===== src/rtl/me_sad_search_pkg.sv =====
// Shared types and constants for the 4x4 full-search motion estimator.
package me_pkg;

   localparam int PIX_W  = 8;
   localparam int SAD_W  = 12;
   localparam int ADDR_W = 11;
   localparam int NPIX   = 16;

   typedef enum logic [1:0] {
      IDLE  = 2'd0,
      SCAN  = 2'd1,
      DRAIN = 2'd2,
      DONE  = 2'd3
   } me_state_t;

   // LSB of pixel (origin+i along addr_0, origin+j along addr_1) in a packed 4x4 block
   function automatic int pix_lsb(input int i, input int j);
      return (i * 4 + j) * PIX_W;
   endfunction

   function automatic logic [PIX_W-1:0] absdiff(input logic [PIX_W-1:0] a,
                                                input logic [PIX_W-1:0] b);
      return (a > b) ? (a - b) : (b - a);
   endfunction

endpackage


===== src/rtl/me_sad_search_if.sv =====
// Reference-frame memory 4x4 read port: the estimator is master, the memory is slave.
interface me_sad_search_if
   import me_pkg::*;
#(
   parameter int ADDR_W = me_pkg::ADDR_W
);

   logic [ADDR_W-1:0]       ref_addr_0;
   logic [ADDR_W-1:0]       ref_addr_1;
   logic                    ref_rd;
   logic [NPIX*PIX_W-1:0]   ref_rdata;

   modport master (
      output ref_addr_0,
      output ref_addr_1,
      output ref_rd,
      input  ref_rdata
   );

   modport slave (
      input  ref_addr_0,
      input  ref_addr_1,
      input  ref_rd,
      output ref_rdata
   );

endinterface


===== src/rtl/me_sad_search_sad4x4.sv =====
// Registered 16-lane absolute difference plus adder tree; SAD of two packed 4x4 blocks, 1-cycle latency.
module me_sad4x4
   import me_pkg::*;
(
   input  logic                   clk,
   input  logic [NPIX*PIX_W-1:0]  cur,
   input  logic [NPIX*PIX_W-1:0]  ref_blk,
   output logic [SAD_W-1:0]       sad
);

   logic [PIX_W-1:0]   ad [NPIX];
   logic [PIX_W:0]     s_1 [8];
   logic [PIX_W+1:0]   s_2 [4];
   logic [PIX_W+2:0]   s_3 [2];
   logic [SAD_W-1:0]   sum;

   always_comb begin
      for (int i = 0; i < 4; i++) begin
         for (int j = 0; j < 4; j++) begin
            ad[i*4+j] = absdiff(cur[pix_lsb(i, j) +: PIX_W], ref_blk[pix_lsb(i, j) +: PIX_W]);
         end
      end
   end

   // Each level widens by one bit, so 16 x 255 fits in 12 bits without overflow
   always_comb begin
      for (int k = 0; k < 8; k++) begin
         s_1[k] = {1'b0, ad[2*k]} + {1'b0, ad[2*k+1]};
      end
      for (int k = 0; k < 4; k++) begin
         s_2[k] = {1'b0, s_1[2*k]} + {1'b0, s_1[2*k+1]};
      end
      for (int k = 0; k < 2; k++) begin
         s_3[k] = {1'b0, s_2[2*k]} + {1'b0, s_2[2*k+1]};
      end
      sum = {1'b0, s_3[0]} + {1'b0, s_3[1]};
   end

   always_ff @(posedge clk) begin
      sad <= sum;
   end

endmodule


===== src/rtl/me_sad_search.sv =====
// Full-search 4x4 integer motion estimation over a +/-SEARCH_R window against a 4x4 reference read port.
// Build option: ME_EARLY_EXIT_EN ends the search as soon as a compared candidate has SAD 0.
//
// state | meaning
// IDLE  | waiting for start
// SCAN  | issuing one legal candidate read per cycle
// DRAIN | last reads still in flight through the SAD pipeline (2 cycles)
// DONE  | results published on best_*, done pulsed
module me_sad_search
   import me_pkg::*;
#(
   parameter int SEARCH_R = 8,
   parameter int FRAME_W  = 1920,
   parameter int FRAME_H  = 1080,
   parameter int ADDR_W   = me_pkg::ADDR_W,
   parameter int MV_W     = $clog2(SEARCH_R) + 2
)(
   input  logic                     clk,
   input  logic                     rst,
   input  logic                     start,
   input  logic [ADDR_W-1:0]        blk_0,
   input  logic [ADDR_W-1:0]        blk_1,
   input  logic [NPIX*PIX_W-1:0]    cur_blk,
   me_sad_search_if.master          ref_mem,
   output logic                     busy,
   output logic                     done,
   output logic signed [MV_W-1:0]   best_mv0,
   output logic signed [MV_W-1:0]   best_mv1,
   output logic [SAD_W-1:0]         best_sad
);

   typedef logic signed [ADDR_W:0] saddr_t;

   localparam saddr_t            R_S      = saddr_t'(SEARCH_R);
   localparam saddr_t            MAX_0    = saddr_t'(FRAME_W - 4);
   localparam saddr_t            MAX_1    = saddr_t'(FRAME_H - 4);
   localparam logic [SAD_W-1:0]  SAD_INIT = '1;

   me_state_t                state, state_n;

   saddr_t                   lo_0_s, hi_0_s, lo_1_s, hi_1_s;
   logic [ADDR_W-1:0]        blk_0_q, blk_1_q;
   logic [ADDR_W-1:0]        lo_0_q, hi_0_q, hi_1_q;
   logic [ADDR_W-1:0]        cand_0, cand_1;
   logic [NPIX*PIX_W-1:0]    cur_q;
   logic                     drain_cnt;

   logic                     accept, issue, last_cand;
   logic                     v_1, v_2, cmp_en, better, zero_hit;
   logic signed [MV_W-1:0]   mv0_iss, mv1_iss, mv0_1, mv1_1, mv0_2, mv1_2;
   logic [SAD_W-1:0]         sad_2;

   logic [SAD_W-1:0]         best_sad_q, best_sad_n;
   logic signed [MV_W-1:0]   best_mv0_q, best_mv1_q, best_mv0_n, best_mv1_n;

   // The legal window is a rectangle, so clamping its corners once at start
   // lets the scan walk only legal candidates and skip the rest for free.
   always_comb begin
      lo_0_s = saddr_t'({1'b0, blk_0}) - R_S;
      hi_0_s = saddr_t'({1'b0, blk_0}) + R_S;
      lo_1_s = saddr_t'({1'b0, blk_1}) - R_S;
      hi_1_s = saddr_t'({1'b0, blk_1}) + R_S;
      if (lo_0_s < saddr_t'(0)) lo_0_s = '0;
      if (hi_0_s > MAX_0)       hi_0_s = MAX_0;
      if (lo_1_s < saddr_t'(0)) lo_1_s = '0;
      if (hi_1_s > MAX_1)       hi_1_s = MAX_1;
   end

   me_sad4x4 u_sad (
      .clk     (clk),
      .cur     (cur_q),
      .ref_blk (ref_mem.ref_rdata),
      .sad     (sad_2)
   );

   assign cmp_en = v_2 && ((state == SCAN) || (state == DRAIN));
   assign better = cmp_en && (sad_2 < best_sad_q);

`ifdef ME_EARLY_EXIT_EN
   assign zero_hit = cmp_en && (sad_2 == '0);
`else
   assign zero_hit = 1'b0;
`endif

   assign accept    = (state == IDLE) && start;
   assign issue     = (state == SCAN) && !zero_hit;
   assign last_cand = (cand_0 == hi_0_q) && (cand_1 == hi_1_q);

   assign mv0_iss = MV_W'(saddr_t'({1'b0, cand_0}) - saddr_t'({1'b0, blk_0_q}));
   assign mv1_iss = MV_W'(saddr_t'({1'b0, cand_1}) - saddr_t'({1'b0, blk_1_q}));

   assign best_sad_n = better ? sad_2 : best_sad_q;
   assign best_mv0_n = better ? mv0_2 : best_mv0_q;
   assign best_mv1_n = better ? mv1_2 : best_mv1_q;

   assign ref_mem.ref_addr_0 = cand_0;
   assign ref_mem.ref_addr_1 = cand_1;
   assign ref_mem.ref_rd     = issue;
   assign busy               = (state == SCAN) || (state == DRAIN);
   assign done               = (state == DONE);

   always_comb begin
      state_n = state;
      case (state)
         IDLE: begin
            if (start) state_n = SCAN;
         end
         SCAN: begin
            if (zero_hit)       state_n = DONE;
            else if (last_cand) state_n = DRAIN;
         end
         DRAIN: begin
            if (zero_hit || (drain_cnt == 1'b0)) state_n = DONE;
         end
         DONE: begin
            state_n = IDLE;
         end
         default: state_n = IDLE;
      endcase
   end

   always_ff @(posedge clk) begin
      if (rst) begin
         state      <= IDLE;
         blk_0_q    <= '0;
         blk_1_q    <= '0;
         lo_0_q     <= '0;
         hi_0_q     <= '0;
         hi_1_q     <= '0;
         cand_0     <= '0;
         cand_1     <= '0;
         cur_q      <= '0;
         drain_cnt  <= 1'b0;
         v_1        <= 1'b0;
         v_2        <= 1'b0;
         mv0_1      <= '0;
         mv1_1      <= '0;
         mv0_2      <= '0;
         mv1_2      <= '0;
         best_sad_q <= SAD_INIT;
         best_mv0_q <= '0;
         best_mv1_q <= '0;
         best_sad   <= '0;
         best_mv0   <= '0;
         best_mv1   <= '0;
      end else begin
         state <= state_n;
         v_1   <= issue;
         v_2   <= v_1;
         mv0_1 <= mv0_iss;
         mv1_1 <= mv1_iss;
         mv0_2 <= mv0_1;
         mv1_2 <= mv1_1;

         if ((state == SCAN) && (state_n == DRAIN)) begin
            drain_cnt <= 1'b1;
         end else if (state == DRAIN) begin
            drain_cnt <= drain_cnt - 1'b1;
         end

         if (accept) begin
            blk_0_q    <= blk_0;
            blk_1_q    <= blk_1;
            cur_q      <= cur_blk;
            lo_0_q     <= ADDR_W'(lo_0_s);
            hi_0_q     <= ADDR_W'(hi_0_s);
            hi_1_q     <= ADDR_W'(hi_1_s);
            cand_0     <= ADDR_W'(lo_0_s);
            cand_1     <= ADDR_W'(lo_1_s);
            best_sad_q <= SAD_INIT;
            best_mv0_q <= '0;
            best_mv1_q <= '0;
         end else begin
            // The last candidate's address is held so ref_addr_* never leaves the frame
            if (issue && !last_cand) begin
               if (cand_0 == hi_0_q) begin
                  cand_0 <= lo_0_q;
                  cand_1 <= cand_1 + ADDR_W'(1);
               end else begin
                  cand_0 <= cand_0 + ADDR_W'(1);
               end
            end
            best_sad_q <= best_sad_n;
            best_mv0_q <= best_mv0_n;
            best_mv1_q <= best_mv1_n;
         end

         if ((state_n == DONE) && (state != DONE)) begin
            best_sad <= best_sad_n;
            best_mv0 <= best_mv0_n;
            best_mv1 <= best_mv1_n;
         end
      end
   end

endmodule


===== src/flat_wrapper.sv =====
// flat-port wrapper written by rule: the top's interface ports become plain ports
module me_sad_search_flat import me_pkg::*;
#(
   parameter int SEARCH_R = 8,
   parameter int FRAME_W  = 1920,
   parameter int FRAME_H  = 1080,
   parameter int ADDR_W   = me_pkg::ADDR_W,
   parameter int MV_W     = $clog2(SEARCH_R) + 2
)
  (clk, rst, start, blk_0, blk_1, cur_blk, busy, done, best_mv0, best_mv1, best_sad, ref_mem_ref_addr_0, ref_mem_ref_addr_1, ref_mem_ref_rd, ref_mem_ref_rdata);
  me_sad_search_if #(.ADDR_W(ADDR_W)) ref_mem_i ();
  input  logic clk;
  input  logic rst;
  input  logic start;
  input  logic [ADDR_W-1:0] blk_0;
  input  logic [ADDR_W-1:0] blk_1;
  input  logic [NPIX*PIX_W-1:0] cur_blk;
  output logic busy;
  output logic done;
  output logic signed [MV_W-1:0] best_mv0;
  output logic signed [MV_W-1:0] best_mv1;
  output logic [SAD_W-1:0] best_sad;
  output wire logic [$bits(ref_mem_i.ref_addr_0)-1:0] ref_mem_ref_addr_0;
  output wire logic [$bits(ref_mem_i.ref_addr_1)-1:0] ref_mem_ref_addr_1;
  output wire logic [$bits(ref_mem_i.ref_rd)-1:0] ref_mem_ref_rd;
  input wire logic [$bits(ref_mem_i.ref_rdata)-1:0] ref_mem_ref_rdata;
  assign ref_mem_ref_addr_0 = ref_mem_i.ref_addr_0;
  assign ref_mem_ref_addr_1 = ref_mem_i.ref_addr_1;
  assign ref_mem_ref_rd = ref_mem_i.ref_rd;
  assign ref_mem_i.ref_rdata = ref_mem_ref_rdata;
  me_sad_search #(.SEARCH_R(SEARCH_R), .FRAME_W(FRAME_W), .FRAME_H(FRAME_H), .ADDR_W(ADDR_W), .MV_W(MV_W)) u_core (.clk(clk), .rst(rst), .start(start), .blk_0(blk_0), .blk_1(blk_1), .cur_blk(cur_blk), .ref_mem(ref_mem_i), .busy(busy), .done(done), .best_mv0(best_mv0), .best_mv1(best_mv1), .best_sad(best_sad));
endmodule

===== config.mk =====
export PLATFORM = sky130hd
export DESIGN_NAME = me_sad_search_flat
export DESIGN_NICKNAME = d
export VERILOG_FILES = /design/src/rtl/me_sad_search_pkg.sv /design/src/rtl/me_sad_search_if.sv /design/src/rtl/me_sad_search_sad4x4.sv /design/src/rtl/me_sad_search.sv /design/src/flat_wrapper.sv
export SDC_FILE = /design/constraint.sdc
export NUM_CORES = 1
export LEC_CHECK = 0
export BUFFER_PORTS_ARGS = -buffer_cell sky130_fd_sc_hd__buf_2
export CAP_MARGIN = 10
export CORE_MARGIN = 1.5
export CORE_UTILIZATION = 25
export CTS_CLUSTER_SIZE = 14
export DETAILED_ROUTE_END_ITERATION = 16
export SYNTH_ARGS = -nofsm -noshare
export SYNTH_HDL_FRONTEND = slang
export SYNTH_HIERARCHICAL = 1
export SYNTH_SLANG_ARGS = --single-unit

===== constraint.sdc =====
create_clock -name clk -period 19.45 [get_ports clk]
set_input_delay 3.89 -clock clk [delete_from_list [all_inputs] [get_ports clk]]
set_output_delay 3.89 -clock clk [all_outputs]
set_load 0.02 [all_outputs]

# --- Word level (Yosys, flattened, before mapping) ---
# Index checks and enable logic that the tools add are counted.
totals:
  register_bits: 274
  in_bits: 281
classes:
  add_sub_neg: 56
  n_lt_le_gt_ge: 21
  eq_ne: 8
  mux: 35
  reduce_logical: 15
ops:
  columns: ["operator", "count"]
  rows:
  - ["$sub 8x8->8", 32]
  - ["$gt 8x8->1", 16]
  - ["$mux 8", 16]
  - ["$mux 11", 10]
  - ["$add 8x8->9", 8]
  - ["$add 9x9->10", 4]
  - ["$add 11x4->12 const B", 2]
  - ["$gt 12x12->1 const B", 2]
  - ["$lt 12x1->1 const B", 2]
  - ["$sub 11x4->12 const B", 2]
  - ["$add 10x10->11", 2]
  - ["$add 11x1->11 const B", 2]
  - ["$eq 11x11->1", 2]
  - ["$add 11x11->12", 1]
  - ["$lt 12x12->1", 1]
  - ["$mux 12", 1]
  - ["$mux 5", 2]
  - ["$sub 5x5->5", 2]
  - ["$eq 2x2->1 const B", 4]
  - ["$pmux 2 s4", 1]
  - ["$logic_and 1x1->1", 7]
  - ["$mux 2", 3]
  - ["$reduce_bool 2->1", 3]
  - ["$eq 2x1->1 const B", 1]
  - ["8 further kinds", 9]

# --- Depth between registers and ports, before layout ---
logic_depth:
  ltp_word: 7
  depth_mapped: 27

# --- Modules after synthesis ---
# The synthesis kept the hierarchy.
by_module_without_submodules:
  columns: ["module", "n_inst", "cells_each", "area_per_inst_um2", "seq_area_each_um2"]
  rows:
  - ["me_sad4x4", 1, 1939, 15036.9, 240.2]
  - ["me_sad_search", 1, 1386, 11413.4, 5245.0]

# --- Worst setup path after synthesis ---
# No wires, ideal clock.
synth_path:
  path_kind: "input-to-reg"
  from: "in ref_mem_ref_rdata[48]"
  to: "reg u_core.u_sad.sad[9]"
  setup_time_ns: 0.120
  arrival_ns: 10.281
  slack_ns: 9.049
  path_stages: 22
  path_buffers: 0
  path_cell_list: "ha_1 -> fa_1 -> nor2b_1 -> o2111ai_2 -> a211oi_4 -> nor4b_1 -> a2111oi_0 -> fa_1 -> fa_1 -> inv_1 -> fa_1 -> fa_1 -> fa_1 -> inv_1 -> fa_1 -> inv_1 -> ha_1 -> a211o_1 -> a21oi_1 -> nor2b_1 -> o41a_1 -> xor2_1"
synth_between:
  elab_chain_len: 6
  elab_cells_between_ends: 8
synth_rtl:
  columns: ["element", "line_no", "text"]
  rows:
  - ["from (decl)", "flat_wrapper.sv:26", "input wire logic [$bits(ref_mem_i.ref_rdata)-1:0] ref_mem_ref_rdata;"]
  - ["$sub 8x8->8 / $gt 8x8->1 (equally long branches)", "me_sad_search_pkg.sv:23", "return (a > b) ? (a - b) : (b - a);"]
  - ["$mux 8 *", "me_sad_search_pkg.sv:23", null]
  - ["$add 8x8->9 *", "me_sad_search_sad4x4.sv:28", "s_1[k] = {1'b0, ad[2*k]} + {1'b0, ad[2*k+1]};"]
  - ["$add 9x9->10 *", "me_sad_search_sad4x4.sv:31", "s_2[k] = {1'b0, s_1[2*k]} + {1'b0, s_1[2*k+1]};"]
  - ["$add 10x10->11 *", "me_sad_search_sad4x4.sv:34", "s_3[k] = {1'b0, s_2[2*k]} + {1'b0, s_2[2*k+1]};"]
  - ["$add 11x11->12 *", "me_sad_search_sad4x4.sv:36", "sum = {1'b0, s_3[0]} + {1'b0, s_3[1]};"]
  - ["named net u_core.u_sad.sum[9]", "me_sad_search_sad4x4.sv:15", "logic [SAD_W-1:0] sum;"]
  - ["to (signal assigned)", "me_sad_search_sad4x4.sv:40", "sad <= sum;"]
  - ["to (decl)", "me_sad_search_sad4x4.sv:8", "output logic [SAD_W-1:0] sad"]
# Mark *: on every way through the listed nets, which the timed path passes. The rest lies on a longest branch.
# A chain may end at the register's enable or synchronous reset.

# --- Worst setup path in the final report ---
layout_path:
  from: "in ref_mem_ref_rdata[48]"
  to: "reg u_core.u_sad.sad[10]"
# The elaborated chain is that of the path after synthesis.

==> impl_metrics.toml <==
[routing]
drt_iter0_drc = 1762
avgRoutedWirePerCell_um = 17.64
via_per_inst = 4.843
drc = 0
vias = 24020
drt-total-wl_mm = 87.47
final_antenna_net_count = 0
initial_drt_pass_iterations = 5

[synthesis]
synth-main-ff-cell = "sky130_fd_sc_hd__dfxtp_1"
ys_ff_latch = 274
synthesis.instances = 3325
synth_async_sr_flop_share = 0
yosys_warnings = 6
mappedNetlistNets = 4039
postSynthAreaPerCell_um2 = 7.955
yosysUniqueCellTypes = 93
sequential_share_of_the_synthesized_area = 0.2074
syn-cell-area_um2 = 26450
synth_enable_flop_cells = 0

[global_routing]
grt_busiest_layer = "met2"
grt_antenna_before_repair = 21
grt_pass1_vias = 22640
overall_overflow_remaining_after_global_route = 0
gr-usage-all-layers = 0.1583
grt.met3_usage = 0.02804
grt_max_degree = 130
grtUsageMet2 = 0.2491
met1_capacity_usage_during_global_routing = 0.2232
grt_pass1_wl_mm = 133.2

[cts]
clock_insertion_delay_worst_skew_ns = 0.62
clock_path_buffers = 3
buffer_count_from_post_cts_setup_fixing = 0
clk_pin_slew_worst_paths_ns = 0.06
cts_resized = 0
cts_buffers = 41
cts_htree_levels = 2
root_buffer = "sky130_fd_sc_hd__clkbuf_16"
post_cts_hold_buffer_count = 0
cts_tree = "built"
tritoncts_num_sinks = 274

[floorplan]
core_region_area_um2 = 105100
rows = 119
die_w_um = 328.3
start_util = 0.2516
floorplan.die_area_um2 = 107800
fp.dieH_um = 328.3
ioPinCount = 328

[setup_path]
cpMostUsedCell = "sky130_fd_sc_hd__fa_1"
timing.critical_path.buf_inv = 6
timing.critical_path.fanout_max = 10
max_stage_delay_ns = 0.81
cp_top_family = "adder cells"
ff2ff_setup_slack_ns = 11.54
launch_point_of_the_critical_path = "ref_mem_ref_rdata[48]"
worstSetupPathType = "in -> reg"
setup.worst_path.start_class = "primary input"
crit_end_category = "flop"
worst_r2r_path_depth = 26
required_arrival_time_at_the_worst_endpoint_ns = 19.92
r2r-end = "u_core/u_sad/sad[10]"
rr_startpoint = "u_core/cur_q[48]"
worstPathArrival_ns = 11.29
critPathSlowestCell = "sky130_fd_sc_hd__a2111oi_0"

[finish]
layout.cells.most_common = "sky130_fd_sc_hd__nand2_1"
num-nets-final = 4245
stdcell_count = 4959
utilization_of_the_core_after_routing = 0.2912
area_delta_synth_final_pct = 15.73
drive_gt1_frac = 0.1372
layout.cells.most_common_list = "sky130_fd_sc_hd__nand2_1 (464), sky130_fd_sc_hd__inv_1 (457), sky130_fd_sc_hd__a21oi_1 (327)"

[place]
gp_congestion = 0.9034
numPlacedInstances = 4879
buffer_ports.inserted = 327
dpl.hpwl_mm = 69.07

[sta]
fin_crit_ns = 10.81
headroom_to_the_max_slew_limit = 0.2759
finalCritPeriodShare = 0.5560
count_of_pins_over_their_slew_limit = 0
setup_repair_after_global_routing_missed_its_margin = "no"
tns_setup_ns = 0
setup_viol = 0
worst_clock_skew_ns = 0.03460
final-hold-violation-count = 0
max_freq_mhz = 92.47
tightestPinTransition_ns = 1.086

[worst_hold_path]
hold_depth = 1
hold_path_class = "reg -> reg"
hold-path-endpoint = "u_core/mv0_2[4]"
hold_start = "u_core/mv0_1[4]"

[run]
drv_cap = 0

[status]
status = "finished, final reports clean"
-- Yosys cell counts (18+ instances only) --
master	number	area [um2]
sky130_fd_sc_hd__ha_1	291	3641
sky130_fd_sc_hd__nor2_1	122	457.9
sky130_fd_sc_hd__a2111oi_0	27	236.5
sky130_fd_sc_hd__a21oi_1	327	1637
sky130_fd_sc_hd__a21o_1	66	495.5
sky130_fd_sc_hd__xnor2_1	55	481.7
sky130_fd_sc_hd__dfxtp_1	274	5485
sky130_fd_sc_hd__o21ai_0	89	445.4
sky130_fd_sc_hd__nand3b_1	24	180.2
sky130_fd_sc_hd__inv_1	457	1715
sky130_fd_sc_hd__fa_1	142	2843
sky130_fd_sc_hd__nor4_1	22	137.6
sky130_fd_sc_hd__a22oi_1	20	150.1
sky130_fd_sc_hd__nand3_1	40	200.2
sky130_fd_sc_hd__mux2i_1	63	630.6
sky130_fd_sc_hd__buf_2	56	280.3
sky130_fd_sc_hd__a211o_1	29	254.0
sky130_fd_sc_hd__nand4_1	38	237.7
sky130_fd_sc_hd__nor3_1	72	360.4
sky130_fd_sc_hd__clkbuf_1	103	386.6
sky130_fd_sc_hd__a221oi_1	23	201.4
sky130_fd_sc_hd__a211oi_1	88	660.6
sky130_fd_sc_hd__nand2_1	465	1745
sky130_fd_sc_hd__o21a_1	18	135.1
sky130_fd_sc_hd__nor4b_1	23	201.4
sky130_fd_sc_hd__xor2_1	60	525.5
sky130_fd_sc_hd__nor2b_1	35	219.0
sky130_fd_sc_hd__a31oi_1	27	168.9
-- area by class of cell --
| type | count | area, um2 |
|---|---|---|
| antenna | 5 | 12.51 |
| clock buffer | 47 | 1079 |
| clock inverter | 28 | 347.8 |
| fill | 11440 | 74510 |
| inverter | 458 | 1719 |
| multi-input combinational | 2414 | 18460 |
| sequential | 274 | 5485 |
| tap | 1391 | 1740 |
| timing repair buffer | 342 | 1768 |
-- per-layer routing --
metal  vias to the layer above  part of all wire
li1                      11820                 -
met1                     11430              0.48
met2                       639              0.45
met3                       112             0.054
met4                        18             0.021
met5                         -            0.0013
-- registers in the layout, summed over array words and instances, names as in the netlist, 5 cells and up --
| register | count |
|---|---|
| u_core/cur_q | 128 |
| u_core/best_sad | 12 |
| u_core/best_sad_q | 12 |
| u_core/u_sad/sad | 12 |
| u_core/hi_0_q | 11 |
| u_core/hi_1_q | 11 |
| u_core/lo_0_q | 11 |
| u_core/ref_mem.ref_addr_0 | 11 |
| u_core/ref_mem.ref_addr_1 | 11 |
| u_core/best_mv0 | 5 |
| u_core/best_mv0_q | 5 |
| u_core/best_mv1 | 5 |
| u_core/best_mv1_q | 5 |
| u_core/blk_0_q | 5 |
| u_core/blk_1_q | 5 |
| u_core/mv0_1 | 5 |
| u_core/mv0_2 | 5 |
| u_core/mv1_1 | 5 |
| u_core/mv1_2 | 5 |
-- per-stage QoR --
step | hold WS, ns | setup slack [ns] | area, um2
2_1_floorplan | 0.4138 | 9.049 | 26450
3_3_place_gp | 0.4220 | 8.111 | 29170
3_5_place_dp | 0.4239 | 8.046 | 29170
4_1_cts | 0.4375 | 8.688 | 30600
5_1_grt | 0.4546 | 8.226 | 30610
6_report | 0.4363 | 8.635 | 30610
-- cells by family after synthesis --
logic type / share of synthesized area
compound gates: 0.2200
xor+xnor: 0.03808
simple gates: 0.1653
flops: 0.2074
buf+inv: 0.09513
fa+ha+maj: 0.2451
mux: 0.02895
-- how the worst max path moves through the flow --
stage	depth (start not counted)	slack, ns	end
final	26	8.64	u_core/u_sad/sad[10]
after detailed placement	26	8.05	u_core/u_sad/sad[10]
after global placement	24	8.11	u_core/u_sad/sad[9]
after global routing	26	8.23	u_core/u_sad/sad[10]
after floorplan	22	9.05	u_core/u_sad/sad[9]
after CTS	26	8.69	u_core/u_sad/sad[10]
Power is not shown: default switching activity piles up to over one toggle a cycle in this logic, so the estimate is an artifact.
